--- config.mk ---
export PLATFORM = sky130hd
export DESIGN_NAME = exp_align_ctrl
export DESIGN_NICKNAME = d
export VERILOG_FILES = /design/src/rtl/exp_align_ctrl.sv
export SDC_FILE = /design/constraint.sdc
export NUM_CORES = 1
export LEC_CHECK = 0
export BUFFER_PORTS_ARGS = -buffer_cell sky130_fd_sc_hd__buf_2
export CORE_ASPECT_RATIO = 0.6
export CORE_MARGIN = 10
export CORE_UTILIZATION = 25
export CTS_CLUSTER_SIZE = 24
export DETAILED_ROUTE_END_ITERATION = 8
export PLACE_DENSITY_LB_ADDON = 0.05
export SLEW_MARGIN = 20
export SYNTH_ARGS = -nofsm -noshare
export SYNTH_HDL_FRONTEND = slang
export SYNTH_SLANG_ARGS = --single-unit
--- constraint.sdc ---
create_clock -name clk -period 2.1 [get_ports clk]
set_input_delay 0.42 -clock clk [delete_from_list [all_inputs] [get_ports clk]]
set_output_delay 0.42 -clock clk [all_outputs]
set_load 0.05 [all_outputs]
--- src/rtl/exp_align_ctrl.sv ---
// Exponent-alignment controller for the FP adder datapath.
// Picks the larger-exponent operand, loads the clamped exponent difference
// into an external down counter and right-shifts the smaller mantissa one
// bit per cycle until the counter reports zero.
module exp_align_ctrl #(
    parameter int unsigned MAX_SHIFT = 26
) (
    input  logic        clk,
    input  logic        rst,
    input  logic        start,
    input  logic [7:0]  exp_a,
    input  logic [7:0]  exp_b,
    input  logic [23:0] mant_a,
    input  logic [23:0] mant_b,
    output logic        busy,
    output logic        done,
    output logic        swapped,
    output logic [7:0]  exp_out,
    output logic [23:0] mant_big,
    output logic [25:0] mant_small,
    output logic        sticky,
    output logic [7:0]  cnt_entrada,
    output logic        cnt_load,
    output logic        cnt_countDown,
    input  logic [7:0]  cnt_Ediff
);

    localparam logic [7:0] MaxShift = 8'(MAX_SHIFT);

    typedef enum logic [1:0] {StIdle, StLoad, StShift, StDone} state_e;

    state_e      state_q, state_d;
    logic        swapped_q;
    logic [7:0]  exp_q;
    logic [7:0]  diff_q;
    logic [23:0] mant_big_q;
    logic [25:0] mant_small_q;
    logic        sticky_q;
    logic        a_ge_b;
    logic        accept;

    assign a_ge_b = (exp_a >= exp_b);
    assign accept = (state_q == StIdle) && start;

    // State register
    always_ff @(posedge clk) begin
        if (rst) begin
            state_q <= StIdle;
        end else begin
            state_q <= state_d;
        end
    end

    // Next state and counter handshake; load and countDown are decoded from
    // mutually exclusive states so they can never overlap.
    always_comb begin
        state_d       = state_q;
        cnt_load      = 1'b0;
        cnt_countDown = 1'b0;
        unique case (state_q)
            StIdle: begin
                if (start) begin
                    state_d = StLoad;
                end
            end
            StLoad: begin
                cnt_load = 1'b1;
                state_d  = StShift;
            end
            StShift: begin
                if (cnt_Ediff != 8'd0) begin
                    cnt_countDown = 1'b1;
                end else begin
                    state_d = StDone;
                end
            end
            StDone: begin
                state_d = StIdle;
            end
            default: begin
                state_d = StIdle;
            end
        endcase
    end

    // Operand capture on accepted start, then one alignment shift per countDown
    always_ff @(posedge clk) begin
        if (rst) begin
            swapped_q    <= 1'b0;
            exp_q        <= 8'd0;
            diff_q       <= 8'd0;
            mant_big_q   <= 24'd0;
            mant_small_q <= 26'd0;
            sticky_q     <= 1'b0;
        end else if (accept) begin
            sticky_q <= 1'b0;
            if (a_ge_b) begin
                swapped_q    <= 1'b0;
                exp_q        <= exp_a;
                diff_q       <= exp_a - exp_b;
                mant_big_q   <= mant_a;
                mant_small_q <= {mant_b, 2'b00};
            end else begin
                swapped_q    <= 1'b1;
                exp_q        <= exp_b;
                diff_q       <= exp_b - exp_a;
                mant_big_q   <= mant_b;
                mant_small_q <= {mant_a, 2'b00};
            end
        end else if (cnt_countDown) begin
            mant_small_q <= mant_small_q >> 1;
            sticky_q     <= sticky_q | mant_small_q[0];
        end
    end

    // Status and result outputs
    always_comb begin
        busy        = (state_q != StIdle);
        done        = (state_q == StDone);
        swapped     = swapped_q;
        exp_out     = exp_q;
        mant_big    = mant_big_q;
        mant_small  = mant_small_q;
        sticky      = sticky_q;
        cnt_entrada = (diff_q > MaxShift) ? MaxShift : diff_q;
    end

endmodule
After elaboration in Yosys (flattened, before gate mapping)
Cells that the tools add are included.
Storage, ports and cells
  register bits: 70
  memories kept: 0
  RAM bits: 0
  output and inout bits: 72
  bits in latches: 0
  logic and storage cells: 38
  input port bits: 75
  ROM bits: 0
Operators by class
  multiplexer cells: 14
  reduce and logical (&&, ||, !) cells: 7
  add/sub/neg operators: 2
  shift operators: 0
  $mul: 0
  magnitude comparators: 2
  bitwise gates (word level): 1
  eq/ne operators: 5
  div/mod/pow operators: 0
Operator list (number)
  two-way mux 26 bit: 3
  two-way mux 24 bit: 1
  two-way mux 8 bit: 3
  subtractor 8 bit: 2
  >= comparator 8 bit: 1
  > comparator 8 x 5 -> 1 bit (second input constant): 1
  one-hot mux 2 bit (4 select lines): 1
  nonzero test 8 bit: 1
  equality test 2 bit (second input constant): 2
  two-way mux 1 bit: 4
  two-way mux 2 bit: 2
  != test 2 bit (second input constant): 2
  nonzero test 2 bit: 2
  equality test 2 x 1 -> 1 bit (second input constant): 1
  logical NOT 2 bit: 1
  AND reduction 2 bit: 1
  OR reduction 2 bit: 1
  logical AND 1 bit: 1
  bitwise OR 1 bit: 1

Depth between registers and ports, before layout
  depth after elaboration: 5
  gate-level depth with buffers: 11
  depth with buffers taken out: 9

Worst setup path before layout
OpenSTA, ideal clock, no wires.
  kind: input port to flip-flop
  start point: input exp_a[0]
  end point: register diff_q[4]
  data arrival time: 2.164 ns
  setup time: 0.122 ns
  required time: 1.978 ns
  stages: 9
  slack: -0.186 ns
  path buffers: 1
  cell sequence: inv_1 -> ha_1 -> fa_1 -> o21ai_1 -> o21a_1 -> nor2_4 -> buf_6 -> a21o_1 -> a221o_1
On the way
  longest elaborated chain between the ends: 2
  elaborated cells between the ends (all ways): 4
  classes of those cells: add/sub (2); order compare (1); mux (1)
Ends and longest elaborated chain
  start: declaration: line 11  | input logic [7:0] exp_a,
  subtractor 8 bit, or another cell as far along: line 106  | diff_q <= exp_b - exp_a;
  two-way mux 8 bit (*): line 97  | if (a_ge_b) begin
  end signal: assignment: line 100  | diff_q <= exp_a - exp_b;
  end signal: assignment: line 106
  end: declaration: line 35  | logic [7:0] diff_q;
Every way passes the cells marked *; elsewhere a longest branch is shown, timed or not.
A chain may end at the register's enable or synchronous reset.

Worst setup path in the final report
  start point: input cnt_Ediff[1]
  end point: output cnt_countDown
On the way
  longest elaborated chain between the ends: 3
Ends and longest elaborated chain
  start: declaration: line 25  | input logic [7:0] cnt_Ediff
  nonzero test 8 bit: line 71  | if (cnt_Ediff != 8'd0) begin
  two-way mux 1 bit: line 71
  two-way mux 1 bit: line 60  | unique case (state_q)
  end: declaration: line 24  | output logic cnt_countDown,
No other way between the ends.

==> results.md <==
* Outcome: complete, no violations
* Io pins at 147
* Worst skew pair latency at 340 ps
* Asr flop ratio synth at 0%
* Clk pwr share at 20.9%
* Critical path startpoint category: primary input
* Synth Area in Simple Gates at 29.0%
* Commonest cells after routing, fill and taps aside: nand2_1 (175), buf_2 (142), dfxtp_1 (70), a311oi_1 (51), buf_4 (40)
* Global-route wire length before repair at 24.9 mm
* RePlAce Congestion at 0.867
* Post-synth top area cell: dfxtp_1
* Setup_tns at 0 ps
* DRC viols at 0
* Synthesis Warnings at 0
* Setup Viol. Count Final at 0
* CP Class: in -> out
* Die Span X at 184 um
* Die height at 119 um
* Unrepaired setup endpoints after global routing: true
* Post-synthesis compound-gate area fraction at 20.9%
* Final Core Density at 36.4%
* Placed cell areas at 0.00531 mm^2
* Global route total overflow at 0
* Final WL at 16.0 mm
* Num rows at 35
* Seq pwr share at 25.4%
* Largest net degree at the start of global routing at 64
* Root Driver: clkbuf_16
* Cell Count, Final, Fillers Out at 909
* CTS tree: built
* Final min period at 2030 ps
* Hold Crit Class: in -> reg
* Sequential area share after synthesis at 34.6%
* Routed vias at 4,411
* Switching part of the total power at 49.7%
* Final HPWL DP at 12.0 mm
* Cells after synthesis at 540
* Fin area at 0.00568 mm^2
* Final worst path period share at 96.7%
* Vias in the first global route at 4,327
* Top_reg_cell synth: dfxtp_1
* Post-Syn Area per Cell at 7.51 um^2
* Initial core utilization at 25.9%
* Mapped cell area at 0.00405 mm^2
* Max frequency at 492 MHz
* Crit. End Element: primary output
* CP arrival at 1610 ps
* Largest cells by area after synthesis: dfxtp_1 (35%), nand2_1 (16%), a311oi_1 (12%)
* Post-Synth XOR/XNOR Area at 0%
* Multi-input gate area at 0.00244 mm^2
* DRT iter0 DRCs at 350
* ANT cells at 0
* Most common cell after layout, fill and taps aside: nand2_1
* EDFF count, synth at 0
* DRT antenna net count at 0
* Largest family of logic cells by synthesized area: simple AND/OR/NAND/NOR gates
* Slew headroom at 60.6%
* Cells after DPL at 892
* Max clock buf depth at 2
* FF+latch count, synth at 70
* Inserted Clock Buffers at 9
* Adder-Cell Fraction of Synth Area at 7.16%
* First-pass DRT Iterations at 5
* Internal power at 4.06 mW
* Pins Over Slew Limit at 0
* Mux contribution to synthesized area at 0.494%
* Comb pwr share at 53.7%
* Pwr dens at 1420 mW/mm^2
* H-tree depth at 3
* Setup Skew at 8.78 ps
* Hold Violations, Final at 0
* Fillers at 1,692
* CTS Sinks at 70
* Worst Path Max Fanout at 2
* NetSw at 4.01 mW
* Vias per cell at 4.85
* Layout cell share with drive strength beyond 1 at 32.0%
* Port bufs at 143
* VDD IR max at 0.000660 V
* WL/cell at 17.6 um
* Area delta synth->final at 40.2%
* Initial antenna violation count at 0
* FF+latch area at 0.00140 mm^2
* GRT Overall Usage at 14.1%
* Netlist cell types at 47
* P_leak at 2.69 nW
* Die Area at 0.0219 mm^2
* Core area at 0.0156 mm^2
* Nets at 798
* Slew @ Worst Pin at 591 ps
* Reported max-cap violation count at 0
* Reg clk slew, reported paths at 60 ps
* Yosys top cell area share at 34.6%
* Critical path required time at 1680 ps
per-layer routing:
| metal | vias up | part of all wire (%) | GRT usage, % |
|---|---|---|---|
| li1 | 2201 | - | - |
| met4 | 0 | 1.1 | 2.91 |
| met3 | 16 | 9.1 | 5.51 |
| met1 | 2035 | 52 | 20.8 |
| met5 | - | 0 | 0 |
| met2 | 159 | 37 | 18.2 |
cell usage after synthesis, types with 7 or more instances:
cell type and instances:
clkbuf_1 23, a311oi_1 54, nor2_1 39, a21o_1 8, inv_1 20, nand2_1 175
buf_2 7, dfxtp_1 70, nand3_1 9, a21oi_1 16, o21ai_0 7, ha_1 20
and3_1 26
cell type report:
type | instances | area share, %
tap | 203 | 4.47
clock inverter | 6 | 1.65
timing repair buffer | 191 | 20.9
sequential | 70 | 24.7
clock buffer | 10 | 4.03
inverter | 20 | 1.32
multi-input combinational | 409 | 43.0
through the flow:
| step | setup slack, ps | hold slack [ps] | power (mW) |
|---|---|---|---|
| final | 69.0 | 353 | 8.08 |
| after global routing | -24.5 | 353 | 8.57 |
| after CTS | 23.8 | 345 | 8.13 |
| after detailed placement | -268 | 469 | 6.40 |
| after global placement | -355 | 466 | 6.37 |
| after floorplan | 7.35 | 440 | 5.15 |
power groups by stage:
stage	registers, mW	logic [mW]	clock network, mW
floorplan	3.25	1.90	0
global placement	2.06	4.31	0
detailed placement	2.08	4.33	0
CTS	2.06	4.34	1.74
global route	2.11	4.67	1.79
finish	2.05	4.34	1.69
critical path, cell delays in order:
cell	delay [ps]
buf_2	90
or4_1	580
o21ai_4	200
inv_1	110
buf_4	210
flip-flops by register name (all words and copies together), names as in the netlist:
register	cells
mant_small	26
sticky	1
exp_out	8
diff_q	8
mant_big	24
swapped	1
state_q	2
repair_timing:
item | 4_1_cts | 5_1_grt
setup buffers | 0 | 1
resized for setup | 0 | 13
setup endpoints to repair | 0 | 28
hold buffers | 0 | 0
cell families (layout without fill, tap and decap cells):
family / after synthesis / in the layout
AND/OR/NAND/NOR: 274 / 274
multiplexers: 2 / 2
buffers and inverters: 63 / 227
flip-flops: 70 / 70
other: 1 / 3
adder cells (fa/ha/maj): 22 / 22
AO/OA/AOI/OAI: 108 / 108
path summary, 6_finish.rpt:
| path | startpoint | to | slack, ps | depth (start not counted) |
|---|---|---|---|---|
| setup reg to reg | state_q[1]$_SDFFE_PP0P_ | diff_q[3]$_SDFFE_PP0P_ | 310 | 6 |
| setup / recovery | cnt_Ediff[1] | cnt_countDown | 70 | 5 |
| hold reg to reg | diff_q[1]$_SDFFE_PP0P_ | diff_q[1]$_SDFFE_PP0P_ | 480 | 2 |
| hold / removal | mant_b[16] | mant_big[16]$_SDFFE_PP0P_ | 350 | 3 |
Power figures use the tool's default switching activity.
